$ cat config.mk
export PLATFORM = sky130hd
export DESIGN_NAME = bcd_conv_arb
export DESIGN_NICKNAME = d
export VERILOG_FILES = /design/src/rtl/bcd_arb_pkg.sv /design/src/rtl/binary_to_bcd_5b.sv /design/src/rtl/bcd_conv_arb.sv
export SDC_FILE = /design/constraint.sdc
export NUM_CORES = 1
export LEC_CHECK = 0
export CAP_MARGIN = 25
export CORE_MARGIN = 4
export CORE_UTILIZATION = 46
export CTS_CLUSTER_DIAMETER = 30
export DETAILED_ROUTE_END_ITERATION = 16
export PLACE_DENSITY = 0.83
export SLEW_MARGIN = 30
export SYNTH_ARGS = -nofsm -noshare
export SYNTH_HDL_FRONTEND = slang
export SYNTH_SLANG_ARGS = --single-unit
$ cat constraint.sdc
create_clock -name clk -period 5.5 [get_ports clk]
set_clock_uncertainty 0.1 [all_clocks]
set_input_delay 1.375 -clock clk [delete_from_list [all_inputs] [get_ports clk]]
set_output_delay 1.375 -clock clk [all_outputs]
set_load 0.01 [all_outputs]
$ cat src/rtl/bcd_arb_pkg.sv
// Shared types for the two-requester BCD conversion arbiter.
// Latency: n/a (types and constants only).
// Backpressure: n/a.
package bcd_arb_pkg;

  // Number of requesters sharing the converter.
  localparam int unsigned NUM_REQ = 2;

  // Single-entry response holding register occupancy.
  typedef enum logic {
    EMPTY = 1'b0,
    FULL  = 1'b1
  } state_e;

endpackage

$ cat src/rtl/binary_to_bcd_5b.sv
// Combinational 5-bit binary to two-digit BCD converter (0..31 -> tens 0..3, ones 0..9).
// Latency: 0 cycles (pure combinational).
// Backpressure: none; output follows input.
// Ports: bin_i (5-bit binary), tens_o (BCD tens, [3:2] tied low), ones_o (BCD ones).
module binary_to_bcd_5b (
  input  logic [4:0] bin_i,
  output logic [3:0] tens_o,
  output logic [3:0] ones_o
);

  logic [1:0] tens_lo;
  logic [4:0] rem;

  // Range compare instead of divide: only four possible tens values.
  always_comb begin
    tens_lo = 2'd0;
    rem     = bin_i;
    if (bin_i >= 5'd30) begin
      tens_lo = 2'd3;
      rem     = bin_i - 5'd30;
    end else if (bin_i >= 5'd20) begin
      tens_lo = 2'd2;
      rem     = bin_i - 5'd20;
    end else if (bin_i >= 5'd10) begin
      tens_lo = 2'd1;
      rem     = bin_i - 5'd10;
    end
  end

  // Upper tens bits are structurally zero so they stay clean even for unknown inputs.
  assign tens_o = {2'b00, tens_lo};
  assign ones_o = rem[3:0];

endmodule

$ cat src/rtl/bcd_conv_arb.sv
// Round-robin arbiter sharing one binary-to-BCD converter between two requesters.
// Latency: response registered 1 cycle after the request handshake; 1 conversion/cycle sustained.
// Backpressure: a held response with resp_rdy=0 blocks all grants; reqN_rdy drops until dequeue.
// Ports: clk/rst (sync active-high), req0_*/req1_* val/rdy/in handshakes,
//        resp_val/resp_rdy handshake with resp_id, resp_tens, resp_ones.
module bcd_conv_arb
  import bcd_arb_pkg::*;
(
  input  logic       clk,
  input  logic       rst,
  input  logic       req0_val,
  output logic       req0_rdy,
  input  logic [4:0] req0_in,
  input  logic       req1_val,
  output logic       req1_rdy,
  input  logic [4:0] req1_in,
  output logic       resp_val,
  input  logic       resp_rdy,
  output logic       resp_id,
  output logic [3:0] resp_tens,
  output logic [3:0] resp_ones
);

  state_e     state_q, state_d;
  logic       ptr_q, ptr_d;
  logic       id_q;
  logic [3:0] tens_q;
  logic [3:0] ones_q;

  logic       out_free;
  logic       gnt_vld;
  logic       gnt_id;
  logic [4:0] cnv_in;
  logic [3:0] cnv_tens;
  logic [3:0] cnv_ones;

  // Grant, handshake and next-state logic.
  always_comb begin
    out_free = (state_q == EMPTY) || resp_rdy;
    gnt_vld  = 1'b0;
    gnt_id   = ptr_q;
    state_d  = state_q;
    ptr_d    = ptr_q;

    if (!rst && out_free) begin
      if (req0_val && req1_val) begin
        gnt_vld = 1'b1;
        gnt_id  = ptr_q;
      end else if (req0_val) begin
        gnt_vld = 1'b1;
        gnt_id  = 1'b0;
      end else if (req1_val) begin
        gnt_vld = 1'b1;
        gnt_id  = 1'b1;
      end
    end

    if (gnt_vld) begin
      ptr_d = ~gnt_id;
    end

    case (state_q)
      EMPTY: if (gnt_vld) state_d = FULL;
      FULL:  if (resp_rdy && !gnt_vld) state_d = EMPTY;
      default: state_d = EMPTY;
    endcase
  end

  assign req0_rdy = gnt_vld && !gnt_id;
  assign req1_rdy = gnt_vld && gnt_id;

  // Only the granted requester's value reaches the converter.
  assign cnv_in = gnt_id ? req1_in : req0_in;

  binary_to_bcd_5b u_cnv (
    .bin_i  (cnv_in),
    .tens_o (cnv_tens),
    .ones_o (cnv_ones)
  );

  always_ff @(posedge clk) begin
    if (rst) begin
      state_q <= EMPTY;
      ptr_q   <= 1'b0;
      id_q    <= 1'b0;
      tens_q  <= 4'd0;
      ones_q  <= 4'd0;
    end else begin
      state_q <= state_d;
      ptr_q   <= ptr_d;
      // Loading only on grant keeps contents stable while stalled.
      if (gnt_vld) begin
        id_q   <= gnt_id;
        tens_q <= cnv_tens;
        ones_q <= cnv_ones;
      end
    end
  end

  // Valid is masked during reset so a held entry is never presented once reset is seen.
  assign resp_val  = (state_q == FULL) && !rst;
  assign resp_id   = id_q;
  assign resp_tens = tens_q;
  assign resp_ones = ones_q;

endmodule

Yosys cells after proc, flatten, opt, wreduce, memory -nomap -nowiden
Index checks and enable logic that the tools add are counted.
{"block": "word_totals", "reg_bits": 9, "latch_bits": 0, "ramBits": 0, "mem_bits_ro": 0, "input_bits": 15, "output_inout_bits": 12, "wordCells": 41, "mem_count": 0}
{"block": "op_classes", "n_addsub": 3, "multipliers": 0, "n_div": 0, "magnitude_cmp": 3, "eq_ne": 0, "n_shift": 0, "n_mux": 18, "n_bitwise": 2, "reduce_logical": 10}
{"cell": "two-way mux 4 bit", "count": 3}
{"cell": "two-way mux 1 bit", "count": 11}
{"cell": "greater-or-equal comparator 5 bit (second input constant)", "count": 2}
{"cell": "subtractor 4 bit (second input constant)", "count": 2}
{"cell": "logical AND 1 bit", "count": 6}
{"cell": "greater-or-equal comparator 5 x 4 -> 1 bit (second input constant)", "count": 1}
{"cell": "two-way mux 5 bit", "count": 1}
{"cell": "two-way mux 2 bit", "count": 2}
{"cell": "subtractor 4 x 3 -> 4 bit (second input constant)", "count": 1}
{"cell": "logical NOT 1 bit", "count": 3}
{"cell": "NOT 1 bit", "count": 2}
{"cell": "case mux 1 bit (2 select lines)", "count": 1}
{"cell": "logical OR 1 bit", "count": 1}

Logic depth before layout (Yosys ltp)
Gate-level depths: netlist of the first run.
{"block": "logic_depth", "ltp_word": 9, "ltp_mapped": 11, "depth_no_buf": 10}

Hierarchy
Synthesis of the first run repeated with hierarchy kept, for this count alone.
{"block": "hier_totals", "cells_unflattened": 93, "area_unflattened_um2": 848.3}
{"mod": "bcd_conv_arb", "instances": 1, "cells_per_inst": 60, "area_per_inst_um2": 569.3, "seq_area_each_um2": 220.2}
{"mod": "binary_to_bcd_5b", "instances": 1, "cells_per_inst": 33, "area_per_inst_um2": 279.0, "seq_area_each_um2": 0.0}

Worst setup path after synthesis of the first run
No wires, ideal clock.
{"block": "synth_timing", "path_type": "input -> register", "start": "in resp_rdy", "end": "reg ones_q[2] (netlist: resp_ones[2])", "setup_time_ns": 0.123, "arrival_time_ns": 3.441, "required_ns": 5.277, "path_slack_ns": 1.836, "path_stages": 9, "n_path_buf": 0, "path_cell_list": "or2b_4 -> a31o_2 -> o21ai_4 -> mux2i_1 -> inv_2 -> ha_1 -> o211a_1 -> a311oi_1 -> o21ai_1"}
{"block": "synth_between", "elab_chain_len": 8, "elab_cells_between_ends": 14, "cone_classes": "3 x add/sub; 3 x order compare; 6 x mux; 2 x reduce/logical"}
{"item": "start: declaration", "line_no": "bcd_conv_arb.sv:18", "rtl": "input logic resp_rdy,"}
{"item": "logical OR 1 bit (*)", "line_no": "bcd_conv_arb.sv:39", "rtl": "out_free = (state_q == EMPTY) || resp_rdy;"}
{"item": "logical AND 1 bit (*)", "line_no": "bcd_conv_arb.sv:45", "rtl": "if (!rst && out_free) begin"}
{"item": "two-way mux 1 bit", "line_no": "bcd_conv_arb.sv:45"}
{"item": "two-way mux 5 bit", "line_no": "bcd_conv_arb.sv:73", "rtl": "assign cnv_in = gnt_id ? req1_in : req0_in;"}
{"item": "subtractor 4 bit / greater-or-equal comparator 5 x 4 -> 1 bit (equally long branches)", "line_no": "binary_to_bcd_5b.sv:26, binary_to_bcd_5b.sv:24"}
{"item": "two-way mux 4 bit", "line_no": "binary_to_bcd_5b.sv:24", "rtl": "end else if (bin_i >= 5'd10) begin"}
{"item": "two-way mux 4 bit", "line_no": "binary_to_bcd_5b.sv:21", "rtl": "end else if (bin_i >= 5'd20) begin"}
{"item": "two-way mux 4 bit", "line_no": "binary_to_bcd_5b.sv:18", "rtl": "if (bin_i >= 5'd30) begin"}
{"item": "end signal: assignment", "line_no": "bcd_conv_arb.sv:95", "rtl": "ones_q <= cnv_ones;"}
{"item": "end: declaration", "line_no": "bcd_conv_arb.sv:28", "rtl": "logic [3:0] ones_q;"}
Mark *: on every way between the ends. The rest lies on a longest branch, timed or not.
A chain may end at the register's enable or synchronous reset.

Worst setup path in the final report of the first run
{"block": "layout_timing", "start": "in rst", "end": "out req1_rdy"}
{"block": "layout_between", "elab_chain_len": 4, "elab_cells_between_ends": 5, "cone_classes": "2 x mux; 3 x reduce/logical"}
{"item": "start: declaration", "line_no": "bcd_conv_arb.sv:10", "rtl": "input logic rst,"}
{"item": "logical NOT 1 bit (*)", "line_no": "bcd_conv_arb.sv:45"}
{"item": "logical AND 1 bit (*)", "line_no": "bcd_conv_arb.sv:45"}
{"item": "two-way mux 1 bit", "line_no": "bcd_conv_arb.sv:45"}
{"item": "logical AND 1 bit (*)", "line_no": "bcd_conv_arb.sv:70", "rtl": "assign req1_rdy = gnt_vld && gnt_id;"}
{"item": "end: declaration", "line_no": "bcd_conv_arb.sv:15", "rtl": "output logic req1_rdy,"}
Marked as above.

==> results.cfg, run 1 <==
[cells_and_area]
area_growth_pct = 37.9
multi_input_area_um2 = 497
fill_cells = 116
drive_above_1_share_pct = 17.9
diodes = 0
instances_no_fill = 127
layout.nets = 130
utilization_pct = 71.1
final-seq-area_um2 = 180

[grt]
globalRouteTotalUtil_pct = 17.9
grt_pass1_vias = 665
grt_max_degree = 12
antenna_found_initial = 0
grt_pass1_wl_um = 2870
grt_overflow = 0

[timing]
fmax_ghz = 0.217
slew_headroom_pct = 59.7
worst_pin_slew_ns = 0.599
setup_viol = 0
rsz0062_at_grt = false
finalHoldViolations = 0
fin_tns_setup_ns = 0
slew_violations = 0
min_period_ns = 4.61
min_period_over_period_pct = 83.8
fin_ws_ns = 0.889
timing.hold.ws_ns = 0.374

[pwr]
seq_power_share_pct = 35.3
p_sw_w = 0.0000722
ir_worst_vdd_v = 0.000153
cell_internal_pwr_w = 0.000142
powerDensity_mw_per_mm2 = 218
p_leak_nw = 0.396
power_frac_comb_pct = 41.2
switching_share_pct = 33.7
p_clk_share_pct = 23.5

[worst_setup_path]
critical_path.endpoint_type = primary output
start_kind = input port
cp_max_fo = 11
setup.worst_path.class = in2out
critPathArrivalTime_ns = 3.14
required_ns = 4.03

[drt]
route.antenna.remaining_nets = 0
firstDrtPassIters = 4
dr.first_iter.drc_count = 29
finalWirelength_um = 1790
post_drt_wl_per_cell_um = 14.1
vias = 750
remaining_drc_errors = 0
via_per_inst = 5.91

[yosys]
async_reset_ff_share_pct = 0
synthCells = 86
synth_seq_area_share_pct = 25.3
synth.avg_cell_area_um2 = 8.29
ys_types = 43
syn_area_um2 = 713
ys_warn_count = 0
synth_ff_type = dfxtp_1
ys_seq_elements = 9
synth_edf_count = 0

[clock_network]
clk_pin_slew_ns = 0.06
cts_root_buffer = clkbuf_4
cts_made_buffers = 3
cts_buffer_depth = 2
cts_setup_buffers = 0
cts_tree = yes
clk_latency_ns = 0.26
post_cts_resized = 0
ctsHoldBuffers = 0
clock_sinks = 9
h-tree-depth = 1

[outcome]
outcome = finished clean

[flow_run]
maxCapViolations = 0

[die]
core_mm2 = 0.00138
num_rows = 13
die_h_um = 47.4
io_pins = 27
die_w_um = 47.4
initial_utilization_pct = 51.6
dieArea_mm2 = 0.00224

[placement]
dpl.hpwl_um = 1420
place.gp.congestion = 0.859
port_buffers = 24
post-place-cells = 123
pre_cts_ws_ns = 0.884

[hold_path]
min_path_type = reg2reg
[cell type report]
type	instances	share of cell area, %
Clock inverter	1	0.509
Tap cell	15	1.91
Clock buffer	3	2.29
Timing Repair Buffer	24	24.4
Sequential cell	9	18.3
Inverter	5	2.04
Multi-Input combinational cell	70	50.5
[sequential cells by signal (all words and copies together) (netlist names)]
register and count:
resp_ones 4, resp_tens 2, ptr_q 1, resp_id 1, state_q 1
[per-layer routing]
| layer | vias up | GRT usage [%] | routed length, µm |
|---|---|---|---|
| met5 | - | 0 | 0 |
| met4 | 0 | 2.21 | 0 |
| met3 | 0 | 6.51 | 185 |
| met2 | 36 | 26.7 | 808 |
| met1 | 339 | 25.2 | 793 |
| li1 | 375 | - | - |
[synthesized netlist by cell type, types with 2 or more instances]
cell type  instances  share of area, %
o21ai_1            2               1.4
nor3_1             3               2.1
ha_1               2               3.5
dfxtp_1            9                25
mux2_2             2               3.2
mux2i_1            4               5.6
buf_4              2               2.1
inv_2              3               1.6
nor2_1            10               5.3
nand3_1            3               2.1
a311oi_1           2               2.5
nand2_1            3               1.6
o211ai_1           3               3.2
a21oi_1            5               3.5
a211oi_1           2               2.1
o21ai_0            4               2.8
[cells by family (layout without fill, tap and decap cells)]
kind of cell    count (synthesis)  count (layout)  synth area share (%)
compound gates                 32              32                  36.0
fa+ha+maj                       2               2                  3.51
buf+inv                         8              33                  5.61
flops                           9               9                  25.3
mux                             6               6                  8.77
other cells                     1               2                 0.526
simple gates                   28              28                  20.4
[power groups by stage]
stage | sequential [W] | clock [W] | combinational [W]
floorplan | 0.0000788 | 0 | 0.0000523
global placement | 0.0000769 | 0 | 0.0000864
detailed placement | 0.0000770 | 0 | 0.0000872
CTS | 0.0000755 | 0.0000518 | 0.0000876
global route | 0.0000764 | 0.0000545 | 0.0000961
finish | 0.0000756 | 0.0000503 | 0.0000881
[cell usage in the layout (no fill, tap or decap), drive strengths merged, types with 3 or more instances in the layout]
cell type | Yosys | layout
nand3 | 3 | 3
a21oi | 5 | 5
clkdlybuf4s50 | 0 | 24
inv | 4 | 4
nor3 | 3 | 3
mux2i | 4 | 4
dfxtp | 9 | 9
nand2 | 3 | 3
clkbuf | 0 | 3
nor2 | 10 | 10
o21ai | 8 | 8
o211ai | 3 | 3
a211oi | 3 | 3
[worst max-delay path, stage by stage]
cell,delay [ns]
clkdlybuf4s50_1,0.60
nor2_1,0.20
o21ai_0,0.24
nor2_1,0.16
clkdlybuf4s50_1,0.55
[final timing paths]
check	start	end	slack [ns]	cells past startpoint
worst min-delay path	resp_tens[1]$_SDFFE_PP0P_	resp_tens[1]$_SDFFE_PP0P_	0.37	2
worst min register to register	resp_tens[1]$_SDFFE_PP0P_	resp_tens[1]$_SDFFE_PP0P_	0.37	2
worst max register to register	state_q$_SDFF_PP0_	resp_ones[2]$_SDFFE_PP0P_	2.59	9
worst max-delay path	rst	req1_rdy	0.89	5
[stage by stage]
stage | total power, W | cell area (µm²)
finish | 0.000214 | 983
global route | 0.000227 | 983
CTS | 0.000215 | 983
detailed placement | 0.000164 | 956
global placement | 0.000163 | 956
floorplan | 0.000131 | 717
(Power assumes the default switching activity.)
==> run 2: changes to the inputs <==
- CORE_UTILIZATION: 46 -> 42
- PLACE_DENSITY: 0.83 -> 0.77
- clock period: 5.5 -> 4.76 ns (I/O delays scaled with it)
==> run 2 against run 1 <==
  * Critical path type unchanged
  * Wire length is 2.7% higher
  * Critical endpoint unchanged
  * Die area is 7.9% higher
  * Register-to-register slack worse by 0.48 ns
  * Via count is 0.67% higher
==> results.cfg, run 2 (same netlist as run 1, synthesis figures left out) <==
[outcome]
outcome = finished clean

[placement]
pre_cts_ws_ns = 0.503
dpl_cell_area_um2 = 972
place.gp.congestion = 0.792
port_buffers = 24
dpl.hpwl_um = 1450

[cells_and_area]
layout_common_cells = 24 x clkdlybuf4s50_1, 10 x nor2_1, 9 x dfxtp_1
final_common_cell = clkdlybuf4s50_1
final_cell_area_um2 = 998
diodes = 0
drive_above_1_share_pct = 18.4
layout.nets = 132
area_growth_pct = 40.0
largest_reg_flops = 4

[drt]
dr.first_iter.drc_count = 16
route.antenna.remaining_nets = 0
vias = 755
via_per_inst = 5.81
post_drt_wl_per_cell_um = 14.1
finalWirelength_um = 1840
firstDrtPassIters = 4
remaining_drc_errors = 0

[clock_network]
cts_made_buffers = 3
cts_setup_buffers = 0
h-tree-depth = 1
post_cts_resized = 0
cts_root_buffer = clkbuf_4
cts_tree = yes
cts_buffer_depth = 2
clk_pin_slew_ns = 0.06
clock_sinks = 9
ctsHoldBuffers = 0
clk_latency_ns = 0.26

[pwr]
power_frac_comb_pct = 41.8
powerDensity_mw_per_mm2 = 251
p_leak_nw = 0.402
seq_power_share_pct = 35.1
total_power_w = 0.000250
ir_worst_vdd_v = 0.000238
switching_share_pct = 33.1
p_clk_share_pct = 23.1
p_sw_w = 0.0000828
cell_internal_pwr_w = 0.000167

[die]
core_mm2 = 0.00156
die_h_um = 49.2
initial_utilization_pct = 45.7
dieArea_mm2 = 0.00242
die_w_um = 49.2
num_rows = 14
io_pins = 27

[timing]
timing.hold.ws_ns = 0.386
min_period_ns = 4.27
slew_headroom_pct = 61.0
min_period_over_period_pct = 89.7
setup_viol = 0
worst_pin_slew_ns = 0.579
finalHoldViolations = 0
fin_ws_ns = 0.490
slew_violations = 0
fin_tns_setup_ns = 0
fmax_ghz = 0.234
rsz0062_at_grt = false

[grt]
grt_overflow = 0
antenna_found_initial = 0
globalRouteTotalUtil_pct = 16.4
grt_pass1_vias = 710
grt_max_degree = 12
grt_pass1_wl_um = 3130

[worst_setup_path]
rr_endpoint = resp_ones[3]$_SDFFE_PP0P_
r2r_setup_slack_ns = 2.11
cp_max_fo = 11
start_kind = input port
crit_slowest_cell = clkdlybuf4s50_1
required_ns = 3.47
critPathArrivalTime_ns = 2.98
max_stage_delay_ns = 0.60
worstPathCellList = clkdlybuf4s50_1 -> nor2_1 -> o21ai_0 -> nor2_1 -> clkdlybuf4s50_1
setup.worst_path.class = in2out
critical_path.endpoint_type = primary output
r2r_start = state_q$_SDFF_PP0_
reg2reg_depth = 10

[hold_path]
min_path_type = reg2reg
min_from = resp_tens[1]$_SDFFE_PP0P_
min_path_cells = 2
hold_end = resp_tens[1]$_SDFFE_PP0P_

[flow_run]
maxCapViolations = 0
[run 2: changes by cell type in the layout (fill, tap and decap cells not counted)]
cell      delta
clkinv_2     -1
buf_4        +2
clkbuf_1     +1
[run 2: worst max-delay path by stage]
stage | start | slack [ns] | cells after the start | end
3_3_place_gp | rst | 0.57 | 5 | req1_rdy
4_1_cts | rst | 0.50 | 5 | req1_rdy
5_1_grt | rst | 0.32 | 5 | req1_rdy
3_5_place_dp | rst | 0.50 | 5 | req1_rdy
2_1_floorplan | resp_rdy | 1.28 | 9 | resp_ones[2]$_SDFFE_PP0P_
6_report | rst | 0.49 | 5 | req1_rdy
[run 2: worst max-delay path, delay by kind of cell]
kind	cells	cell delay [ns]
AO/OA/AOI/OAI	1	0.24
buffers and inverters	2	1.15
AND/OR/NAND/NOR	2	0.39
[run 2: metal layers]
layer / share of wire (%) / global-route usage (%)
met5: 0 / 0
met4: 0 / 4.27
met3: 5.6 / 6.42
met2: 46 / 25.2
met1: 48 / 21.2
[run 2: power by group through the flow]
stage | registers (W) | clock network, W | logic (W)
after floorplan | 0.0000911 | 0 | 0.0000604
after CTS | 0.0000874 | 0.0000603 | 0.000105
final | 0.0000877 | 0.0000578 | 0.000105
after global routing | 0.0000884 | 0.0000651 | 0.000114
after global placement | 0.0000888 | 0 | 0.000102
after detailed placement | 0.0000889 | 0 | 0.000104
[run 2: cell type report]
cell class | instances | area, µm²
Sequential cell | 9 | 180
Timing Repair Buffer | 26 | 255
Inverter | 5 | 20.0
Multi-Input combinational cell | 70 | 497
Fill cell | 134 | 561
Tap cell | 16 | 20.0
Clock buffer | 4 | 26.3
[run 2: through the flow]
| step | cells | utilization (%) |
|---|---|---|
| floorplan | 87 | - |
| global placement | 126 | 62.4 |
| detailed placement | 126 | 62.4 |
| CTS | 130 | 64.0 |
| global route | 130 | 64.0 |
| finish | 130 | 64.0 |
==> variant, RTL diff (settings of run 2) <==
Make the reset (`rst`) asynchronous in one clocked block.
--- a/src/rtl/bcd_conv_arb.sv
+++ b/src/rtl/bcd_conv_arb.sv
@@ -79,5 +79,5 @@
   );
 
-  always_ff @(posedge clk) begin
+  always_ff @(posedge clk or posedge rst) begin
     if (rst) begin
       state_q <= EMPTY;
Check against the original RTL: differs if rst is asserted again (counterexample within 4 cycles, from zero or initial values and one cycle with rst high); with rst held inactive, the same outputs for 10 cycles.
==> variant against run 2 <==
Sequential cell count is the same. Total power grew 39%. Wire length shrank 3.1%. Critical path depth grew 1. Synthesized cell count shrank 2.3%. Setup slack gained 47 ps. Design area grew 1.9%. Area after synthesis grew 3.5%. Sequential power grew 24%. Utilization grew 0.48 points. Largest power group unchanged.
==> variant: results (changes against run 2) <==
Net count, final=129 (-2.3%); sequential logic power=109 uW (+24%); HPWL after detailed placement=1470 um (+1.3%); placer congestion estimate=0.822 (+3.8%); met2 GRT Util=0.264 (+0.0121); DR WL met3=110 um (+7.8%); wire length on met2=856 um (+1.3%); Vias/cell=5.94 (+2.2%); worst hold endpoint=resp_tens[1]; reg-to-reg endpoint=resp_ones[1]; Mapped Cells=84 (-2.3%); GR Layer Usage met1=0.179 (-0.0323); Pleak=0.000422 uW (+4.8%); synth unique cells=42 (-2.3%); largest net degree at the start of global routing=11 (-1); Max Used Layer=met4; Inst Count DP=123 (-2.4%); Reg2Reg Depth=11 (+1); CP max stage delay=550 ps (-50 ps); Worst Tran Pin Value=733 ps (+154 ps); status=complete, no violations; fill cell count=141 (+5.2%); Setup WS pre-CTS=422 ps (-81.5 ps); HP Start=resp_tens[1]; Tmin final=4220 ps (-47.0 ps); worst r2r src=state_q; Worst Hold Slack=374 ps (-11.9 ps); first-pass GRT wire length=3020 um (-3.3%); complex-gate fraction of the synthesized area=0.300 (-0.0596); router iterations before antenna repair=6 (+2); DP Area=991 um2 (+1.9%); Total Power=348 uW (+39%); routed via count=754 (-0.13%); total track usage=0.158 (-0.00646); post-synthesis adder-cell area fraction=0.0339 (-0.00119); GR Util met3=0.0542 (-0.0100); post-synthesis sequential area ratio=0.305 (+0.0525); vias in the first global route=703 (-0.99%); layout cells sized above 1=0.0901 (-0.0941); top cells by area, synth=dfrtp_1 31%, mux2i_1 6.8%, nor2_1 4.1%; DR iter-0 viols=12 (-4); mux contribution to synthesized area=0.102 (+0.0140); met1 WL=784 um (-12%); reg2reg setup slack=1710 ps (-400 ps); VDD IR max=0.250 mV (+5.0%); wire per inst=14.0 um (-0.82%); critical path fanouts, max=10 (-1); sw power=128 uW (+55%); Crit. Startpoint=resp_rdy
==> variant: cell count changes in the layout (fill, tap and decap cells not counted), moves of 3 or more <==
cell / change
dfrtp_1: +9
dfxtp_1: -9
a21o_1: +3
a21oi_1: -3
nand2_1: +3
nand2b_1: +3
nand4_1: +3
o211ai_1: -3
o21a_1: +3
==> variant: cell type report <==
type	count	area, um2	share of cell area
Sequential cell	9	225	0.221
Multi-Input combinational cell	68	478	0.470
Inverter	5	20.0	0.0197
Tap cell	16	20.0	0.0197
Timing Repair Buffer	25	248	0.244
Clock buffer	4	26.3	0.0258
==> variant: logic make-up after synthesis <==
kind of cell,Yosys count
AO/OA/AOI/OAI,28
adder cells (fa/ha/maj),2
buffers and inverters,8
flip-flops,9
multiplexers,7
other,1
AND/OR/NAND/NOR,29
==> variant: critical path: cells and delay by family <==
kind            cells  cell delay (ps)
buf+inv             2             1020
simple gates        3              440
compound gates      1              280
